==> src/rtl/extio8x4_axis_rx_arbiter.sv <==
`default_nettype none
// ============================================================================
// Module   : extio8x4_axis_rx_arbiter
// Purpose  : Shares the initiator's 8-bit AXIS rx0 transmit path (the bytes
//            that leave over the 4-bit extio data plane) between up to NREQ
//            requester byte streams. Round-robin grant, held for a burst that
//            ends on tlast, on MAX_BURST beats, or when the granted source
//            idles. One registered output stage; every output beat carries
//            the index of the requester that produced it on m_tid.
//
// Parameters:
//   NREQ       number of requesters, 2..4
//   MAX_BURST  maximum beats per grant, 1..256
//
// Ports:
//   clk        system clock, all logic on the rising edge
//   reset      synchronous, active-high reset
//   s_tvalid   per-requester valid            [NREQ]
//   s_tready   per-requester ready, one-hot or zero [NREQ]
//   s_tdata8   per-requester byte, requester i at [8i+7:8i]
//   s_tlast    per-requester end-of-burst marker [NREQ]
//   m_tvalid   output valid  (to axis_rx0_tvalid)
//   m_tready   output ready  (from axis_rx0_tready)
//   m_tdata8   output byte
//   m_tlast    registered copy of the accepted s_tlast
//   m_tid      index of the source of the current output beat
//   arb_busy   high while a grant is held
//
// Build option:
//   EXTIO8X4_ARB_PRIO0_EN  when defined, a valid requester 0 always wins
//                          arbitration and its bursts are not limited by
//                          MAX_BURST (they end only on tlast or idle).
//
// Revision : 1.0  initial release
// ============================================================================
module extio8x4_axis_rx_arbiter #(
  parameter int NREQ      = 4,
  parameter int MAX_BURST = 16
) (
  input  logic                 clk,
  input  logic                 reset,
  input  logic [NREQ-1:0]      s_tvalid,
  output logic [NREQ-1:0]      s_tready,
  input  logic [8*NREQ-1:0]    s_tdata8,
  input  logic [NREQ-1:0]      s_tlast,
  output logic                 m_tvalid,
  input  logic                 m_tready,
  output logic [7:0]           m_tdata8,
  output logic                 m_tlast,
  output logic [1:0]           m_tid,
  output logic                 arb_busy
);

  typedef enum logic [0:0] {
    ST_IDLE  = 1'b0,
    ST_GRANT = 1'b1
  } state_t;

  localparam logic [8:0] c_MAX_BURST = 9'(MAX_BURST);
  localparam logic [2:0] c_NREQ      = 3'(NREQ);
  // Pointer starts at the last requester so requester 0 is searched first.
  localparam logic [1:0] c_PTR_RST   = 2'(NREQ - 1);

  // --------------------------------------------------------------------------
  // State
  // --------------------------------------------------------------------------
  state_t     r_state;
  state_t     w_state_nx;
  logic [1:0] r_gnt;
  logic [1:0] w_gnt_nx;
  logic [1:0] r_ptr;
  logic [1:0] w_ptr_nx;
  logic [8:0] r_cnt;
  logic [8:0] w_cnt_nx;

  logic       r_m_tvalid;
  logic [7:0] r_m_tdata8;
  logic       r_m_tlast;
  logic [1:0] r_m_tid;

  // --------------------------------------------------------------------------
  // Requester inputs widened to the 4-requester maximum so the granted lane
  // can be selected with a fixed 2-bit index for every legal NREQ. Lanes at
  // or above NREQ are tied to zero and can never be selected.
  // --------------------------------------------------------------------------
  logic [3:0]  w_tv4;
  logic [3:0]  w_tl4;
  logic [31:0] w_td32;

  assign w_tv4  = 4'(s_tvalid);
  assign w_tl4  = 4'(s_tlast);
  assign w_td32 = 32'(s_tdata8);

  // --------------------------------------------------------------------------
  // Round-robin search: first valid requester strictly after the pointer,
  // wrapping modulo NREQ. The pointer itself is visited last, so the
  // requester that just finished only wins again when nobody else is valid.
  // --------------------------------------------------------------------------
  logic [1:0] w_rr_sel;
  logic       w_rr_found;
  logic [2:0] w_idx;

  always_comb begin
    w_rr_sel   = r_ptr;
    w_rr_found = 1'b0;
    w_idx      = 3'd0;
    for (int k = 1; k <= NREQ; k++) begin
      w_idx = 3'(r_ptr) + 3'(k);
      if (w_idx >= c_NREQ) begin
        w_idx = w_idx - c_NREQ;
      end
      if (!w_rr_found && w_tv4[w_idx[1:0]]) begin
        w_rr_sel   = w_idx[1:0];
        w_rr_found = 1'b1;
      end
    end
  end

  // --------------------------------------------------------------------------
  // Final selection and burst-limit applicability
  // --------------------------------------------------------------------------
  logic [1:0] w_sel;
  logic       w_burst_capped;

`ifdef EXTIO8X4_ARB_PRIO0_EN
  assign w_sel          = w_tv4[0] ? 2'd0 : w_rr_sel;
  assign w_burst_capped = (r_gnt != 2'd0);
`else
  assign w_sel          = w_rr_sel;
  assign w_burst_capped = 1'b1;
`endif

  // --------------------------------------------------------------------------
  // Granted-lane view and handshake
  // --------------------------------------------------------------------------
  logic       w_out_free;   // output register can take a beat this cycle
  logic       w_gnt_valid;
  logic       w_gnt_last;
  logic [7:0] w_gnt_data;
  logic [8:0] w_cnt_inc;
  logic       w_accept;

  assign w_out_free  = !r_m_tvalid || m_tready;
  assign w_gnt_valid = w_tv4[r_gnt];
  assign w_gnt_last  = w_tl4[r_gnt];
  assign w_gnt_data  = w_td32[{r_gnt, 3'b000} +: 8];
  assign w_cnt_inc   = r_cnt + 9'd1;

  // --------------------------------------------------------------------------
  // FSM next-state logic
  // --------------------------------------------------------------------------
  always_comb begin
    w_state_nx = r_state;
    w_gnt_nx   = r_gnt;
    w_ptr_nx   = r_ptr;
    w_cnt_nx   = r_cnt;
    w_accept   = 1'b0;

    case (r_state)
      ST_IDLE: begin
        if (w_rr_found) begin
          w_gnt_nx   = w_sel;
          w_cnt_nx   = 9'd0;
          w_state_nx = ST_GRANT;
        end
      end

      ST_GRANT: begin
        w_accept = w_gnt_valid && w_out_free;
        if (!w_gnt_valid) begin
          // Source went idle: give the path up so others are not starved.
          w_state_nx = ST_IDLE;
          w_ptr_nx   = r_gnt;
        end else if (w_accept) begin
          w_cnt_nx = w_cnt_inc;
          if (w_gnt_last || (w_burst_capped && (w_cnt_inc == c_MAX_BURST))) begin
            w_state_nx = ST_IDLE;
            w_ptr_nx   = r_gnt;
          end
        end
      end

      default: begin
        w_state_nx = ST_IDLE;
      end
    endcase
  end

  // --------------------------------------------------------------------------
  // FSM state register
  // --------------------------------------------------------------------------
  always_ff @(posedge clk) begin
    if (reset) begin
      r_state <= ST_IDLE;
      r_gnt   <= 2'd0;
      r_ptr   <= c_PTR_RST;
      r_cnt   <= 9'd0;
    end else begin
      r_state <= w_state_nx;
      r_gnt   <= w_gnt_nx;
      r_ptr   <= w_ptr_nx;
      r_cnt   <= w_cnt_nx;
    end
  end

  // --------------------------------------------------------------------------
  // Output register. A beat is only accepted when the register is free, so
  // the held beat is never overwritten while the sink stalls. Reset drops a
  // held beat outright.
  // --------------------------------------------------------------------------
  always_ff @(posedge clk) begin
    if (reset) begin
      r_m_tvalid <= 1'b0;
      r_m_tdata8 <= 8'd0;
      r_m_tlast  <= 1'b0;
      r_m_tid    <= 2'd0;
    end else if (w_accept) begin
      r_m_tvalid <= 1'b1;
      r_m_tdata8 <= w_gnt_data;
      r_m_tlast  <= w_gnt_last;
      r_m_tid    <= r_gnt;
    end else if (m_tready) begin
      r_m_tvalid <= 1'b0;
    end
  end

  // --------------------------------------------------------------------------
  // Per-requester ready: only the granted lane, only while the output
  // register can take a beat.
  // --------------------------------------------------------------------------
  for (genvar gi = 0; gi < NREQ; gi++) begin : g_ready
    assign s_tready[gi] = (r_state == ST_GRANT) && (r_gnt == 2'(gi)) && w_out_free;
  end

  assign m_tvalid = r_m_tvalid;
  assign m_tdata8 = r_m_tdata8;
  assign m_tlast  = r_m_tlast;
  assign m_tid    = r_m_tid;
  assign arb_busy = (r_state == ST_GRANT);

endmodule
`default_nettype wire

==> config.mk <==
export PLATFORM = sky130hd
export DESIGN_NAME = extio8x4_axis_rx_arbiter
export DESIGN_NICKNAME = d
export VERILOG_FILES = /design/src/rtl/extio8x4_axis_rx_arbiter.sv
export SDC_FILE = /design/constraint.sdc
export NUM_CORES = 1
export LEC_CHECK = 0
export BUFFER_PORTS_ARGS = -buffer_cell sky130_fd_sc_hd__buf_4
export CAP_MARGIN = 20
export CORE_MARGIN = 5
export CORE_UTILIZATION = 52
export DETAILED_ROUTE_END_ITERATION = 16
export HOLD_SLACK_MARGIN = 0.02
export MAX_ROUTING_LAYER = met4
export PLACE_DENSITY = 0.84
export SLEW_MARGIN = 15
export SYNTH_ARGS = -nofsm -noshare
export SYNTH_HDL_FRONTEND = slang
export SYNTH_SLANG_ARGS = --single-unit
==> constraint.sdc <==
create_clock -name clk -period 3.65 [get_ports clk]
set_input_delay 0.73 -clock clk [delete_from_list [all_inputs] [get_ports clk]]
set_output_delay 0.73 -clock clk [all_outputs]
set_load 0.005 [all_outputs]
# Word-level counts from Yosys, hierarchy flattened
# Cells that the tools add are included.
[op_classes] addsub=9 magnitude_cmp=9 n_eq_ne=9 shift=1 muxes=39 bitwise=1 n_reduce_logical=23
[ops] operator="$shiftx A32 B6 Y8" count=1
[ops] operator="$mux W9" count=3
[ops] operator="$mux W2" count=11
[ops] operator="$pmux W9 S2" count=1
[ops] operator="$mux W1" count=17
[ops] operator="$lt A2 B3 Y1 const B" count=5
[ops] operator="$bmux W1 S2" count=6
[ops] operator="$ge A3 B3 Y1 const B" count=4
[ops] operator="$logic_and A1 B1 Y1" count=12
[ops] operator="$add A9 B1 Y9 const B" count=1
[ops] operator="$eq A9 B5 Y1 const B" count=1
[ops] operator="$ne A2 B1 Y1 const B" count=4
[ops] operator="$sub A2 B1 Y2 const B" count=4
[ops] operator="$add A2 B2 Y3 const B" count=2
[ops] operator="$reduce_and A3 Y1" count=2
[ops] operator="$eq A2 B2 Y1 const B" count=2
[ops] operator="$logic_not A1 Y1" count=4
[ops] operator="$add A2 B1 Y3 const B" count=1
[ops] operator="$add A2 B3 Y3 const B" count=1
[ops] operator="$eq A2 B1 Y1 const B" count=1
[ops] operator="$logic_not A2 Y1" count=1
[ops] operator="$logic_or A1 B1 Y1" count=2
[ops] operator="$ne A2 B2 Y1 const B" count=1
[ops] operator="$pmux W1 S2" count=1
[ops] operator="3 further kinds" count=3
[totals] reg_bits=26 in_bits=43

# Logic depth before layout (Yosys ltp)
[logic_depth] depth_word=17 ltp_mapped=7

# Least setup slack after synthesis
# Ideal clock, no wire load.
[synth_timing] path_type="input-to-reg" start="in m_tready" end="reg r_state (netlist: arb_busy)" setup_time_ns=0.115 arrival_time_ns=1.957 required_ns=3.535 path_slack_ns=1.578 cell_stages=5 path_buffers=0 path_cell_list="nand2b_1 -> nand2_1 -> or4b_4 -> o31a_1 -> and3_1"
[synth_via] elab_chain_len=5
[synth_rtl] element="from (decl)" line_no="47" text="input logic m_tready,"
[synth_rtl] element="$logic_or A1 B1 Y1" line_no="143" text="assign w_out_free = !r_m_tvalid || m_tready;"
[synth_rtl] element="$logic_and A1 B1 Y1" line_no="169" text="w_accept = w_gnt_valid && w_out_free;"
[synth_rtl] element="$mux W1" line_no="174" text="end else if (w_accept) begin"
[synth_rtl] element="$mux W1" line_no="170" text="if (!w_gnt_valid) begin"
[synth_rtl] element="$pmux W1 S2" line_no="159" text="case (r_state)"
[synth_rtl] element="to (signal assigned)" line_no="199" text="r_state <= w_state_nx;"
[synth_rtl] element="to (decl)" line_no="67" text="state_t r_state;"
# No other way between the ends.
# A chain may end at the register's enable or synchronous reset.

# Final worst setup path
[layout_timing] start="reg r_gnt[1]" end="reg r_cnt[3]"
[layout_via] elab_chain_len=5 word_cells_on_any_way=6 classes_between="2 x eq/ne; 2 x mux; 2 x reduce/logical"
[layout_rtl] element="from (decl)" line_no="69" text="logic [1:0] r_gnt;"
[layout_rtl] element="from (signal assigned)" line_no="200" text="r_gnt <= w_gnt_nx;"
[layout_rtl] element="$bmux W1 S2 (*)" line_no="144" text="assign w_gnt_valid = w_tv4[r_gnt];"
[layout_rtl] element="$mux W1 (not written as such) (*)" line_no="144"
[layout_rtl] element="$logic_and A1 B1 Y1" line_no="169"
[layout_rtl] element="$ne A2 B1 Y1 (no source line)"
[layout_rtl] element="$reduce_and A3 Y1 (no source line) (*)"
[layout_rtl] element="to (signal assigned)" line_no="202" text="r_cnt <= w_cnt_nx;"
[layout_rtl] element="to (decl)" line_no="73" text="logic [8:0] r_cnt;"
# Mark *: on every way between the ends. The rest lies on a longest branch, timed or not. The select of a mux whose other input is x is not followed.

==> results_dict.tcl <==
set metrics [dict create \
    outcome "finished, final reports clean" \
    power_uw 772.5 \
    switching_share_pct 29.54 \
    dp_hpwl_um 3210 \
    synth_fa_ha_area_share_pct 1.616 \
    yosys_warnings 0 \
    synthMuxAreaShare_pct 14.54 \
    cp_max_fo 21 \
    clockPowerShare_pct 26.3 \
    avgRoutedWirePerCell_um 15.85 \
    synth_xor_xnor_area_share_pct 0.5654 \
    instances_no_fill 263 \
    synth_top_family_by_area "simple AND/OR/NAND/NOR gates" \
    hold_path_class "register to register" \
    worstSetupEndpointType "register" \
    drtPass1Iterations 4 \
    portBuffers 59 \
    ys_ff_latch 26 \
    h-tree-depth 1 \
    place_inst 259 \
    syn_inst 179 \
    yosys.area_share.simple_pct 25.12 \
    ys_seq_area_share_pct 33.60 \
    finalHoldViolCount 0 \
    gp_congestion 0.8679 \
    relSlewSlack_pct 49.30 \
    max-vdd-ir-drop_v 0.0002420 \
    cp-start-kind "register" \
    core_area_mm2 0.002805 \
    num_vias 1586 \
    post_cts_buffers 0 \
    slew_violations 0 \
    vias_per_cell 6.030 \
    syn-num-nets 224 \
    drcViolationCount 0 \
    root_buffer "clkbuf_4" \
    cts.repair.resized 0 \
    finalSetupViolCount 0 \
    synth_ff_type "dfxtp_1" \
    combPwrFrac_pct 30.0 \
    syn_area_per_cell_um2 8.654 \
    ys_types 42 \
    cap_violations 0 \
    holdBufCountCts 0 \
    syn_area_mm2 0.001549 \
    clk_path_buf_depth 2 \
    die_h_um 64.58 \
    grt_max_degree 24 \
    die_area_mm2 0.004171 \
    synth-edff-count 0 \
    ios 60 \
    areaGrowthSynthToFinish_pct 30.61 \
    period_share_pct 68.88 \
    fmax_mhz 397.7 \
    start_util_pct 55.22 \
    antenna_found_initial 0 \
    cp_data_arrival_time_ps 2800 \
    die_w_um 64.58 \
    p_sw_uw 228.2 \
    cts_buffers 3 \
    seq_power_share_pct 43.8 \
    worst_pin_slew_ps 758.3 \
    grt_pass1_wl_um 6872 \
    synth-compound-area-share_pct 18.50 \
    num-nets-final 278 \
    p_leak_nw 0.8101 \
    ant_nets 0 \
    clk_latency_ps 330 \
    synthArstFlopShare_pct 0 \
    setup_tns_ps 0 \
    n_antenna_cell 0 \
    grt.overflow.total 0 \
    fin_crit_ps 2514 \
    wl_um 4168 \
    grt_use_total_pct 21.18 \
    cp.required_ps 3930 \
    fin_worst_skew_ps 13.17 \
    cts.sinks 26 \
    drtIter0Drc 168 \
    std_cell_rows 19 \
    cts_tree "yes" \
    clkTransAtPathRegs_ps 160 \
    grt_pass1_vias 1584 \
    crit_type "register to register" \
    power.density_mw_per_mm2 381.8 \
    internal-power_uw 544.3 \
    grt_setup_unrepaired "no" \
    drive_gt1_share_pct 34.48 \
]
power by group through the flow:
stage,logic (mW),registers [mW],clock network (mW)
6_report,0.231,0.338,0.203
5_1_grt,0.256,0.343,0.213
4_1_cts,0.232,0.337,0.200
3_5_place_dp,0.232,0.343,0
3_3_place_gp,0.223,0.341,0
2_1_floorplan,0.162,0.329,0
per-layer routing:
metal	GRT usage, %	wire, um
met3	2.073	265
met1	24.87	1643
met2	37.76	2219
met5	-	0
met4	7.388	40
synthesized netlist by cell type, types with 2 or more instances:
master / count / area (um2)
buf_6: 3 / 33.78
dfxtp_1: 26 / 520.5
o311ai_0: 2 / 17.52
nand3_1: 3 / 15.01
clkbuf_1: 5 / 18.77
nor3_1: 6 / 30.03
buf_2: 3 / 15.01
a21oi_1: 23 / 115.1
nor2_1: 14 / 52.55
o211ai_1: 3 / 22.52
nand3b_1: 4 / 30.03
nor2b_1: 2 / 12.51
nand2_1: 27 / 101.4
nand2b_1: 2 / 12.51
ha_1: 2 / 25.02
mux4_2: 10 / 225.2
a211oi_1: 4 / 30.03
inv_1: 7 / 26.28
nand4_1: 3 / 18.77
o21ai_0: 6 / 30.03
and3_1: 3 / 18.77
cell type report:
cell class                      count  area [um2]
Sequential cell                    26       520.5
Timing Repair Buffer               60       450.4
Clock inverter                      1       30.03
Inverter                            7       26.28
Multi-Input combinational cell    135       934.6
Fill cell                         214       782.0
Tap cell                           31       38.79
Clock buffer                        3       22.52
placed cells by master, fill, tap and decap left out, types with 2 or more instances in the layout:
cell type	count
buf_4	60
nand2_1	27
dfxtp_1	26
a21oi_1	23
nor2_1	14
mux4_2	10
inv_1	7
nor3_1	6
o21ai_0	6
a211oi_1	4
nand3b_1	4
and3_1	3
nand3_1	3
o211ai_1	3
nand4_1	3
clkbuf_4	3
nand2b_1	2
nor2b_1	2
o311ai_0	2
ha_1	2
worst paths after layout:
kind	from	end	slack, ps	depth (start not counted)
min	m_tdata8[2]	m_tdata8[2]	470	2
min reg2reg	m_tdata8[2]	m_tdata8[2]	470	2
max	r_gnt[1]	r_cnt[3]	1140	4
max reg2reg	r_gnt[1]	r_cnt[3]	1140	4
state kept, by name (all words and copies together), names as in the netlist:
| name | cells |
|---|---|
| m_tvalid | 1 |
| r_cnt | 9 |
| r_gnt | 2 |
| m_tlast | 1 |
| m_tdata8 | 8 |
| arb_busy | 1 |
| r_ptr | 2 |
| m_tid | 2 |
logic make-up (layout without fill, tap and decap cells):
kind of cell	after synthesis	after routing
buf+inv	18	71
simple gates	75	75
compound gates	47	47
xor+xnor	1	1
fa+ha+maj	2	2
flops	26	26
mux	10	10
critical path: stages, from the launching register on:
cell	delay, ps
dfxtp_1	750
mux4_2	360
nand3_1	540
or3_2	670
a21oi_1	140
through the flow:
stage / area (um2) / hold slack (ps) / setup slack, ps / util (%)
after global placement: 1971 / 444.9 / 1212 / 70.25
after detailed placement: 1971 / 453.3 / 1133 / 70.25
after CTS: 2023 / 471.5 / 1147 / 72.12
after floorplan: 1549 / 452.7 / 1578 / -
after global routing: 2023 / 496.4 / 871.8 / 72.12
final: 2023 / 469.3 / 1136 / 72.12
(Power assumes the default switching activity.)
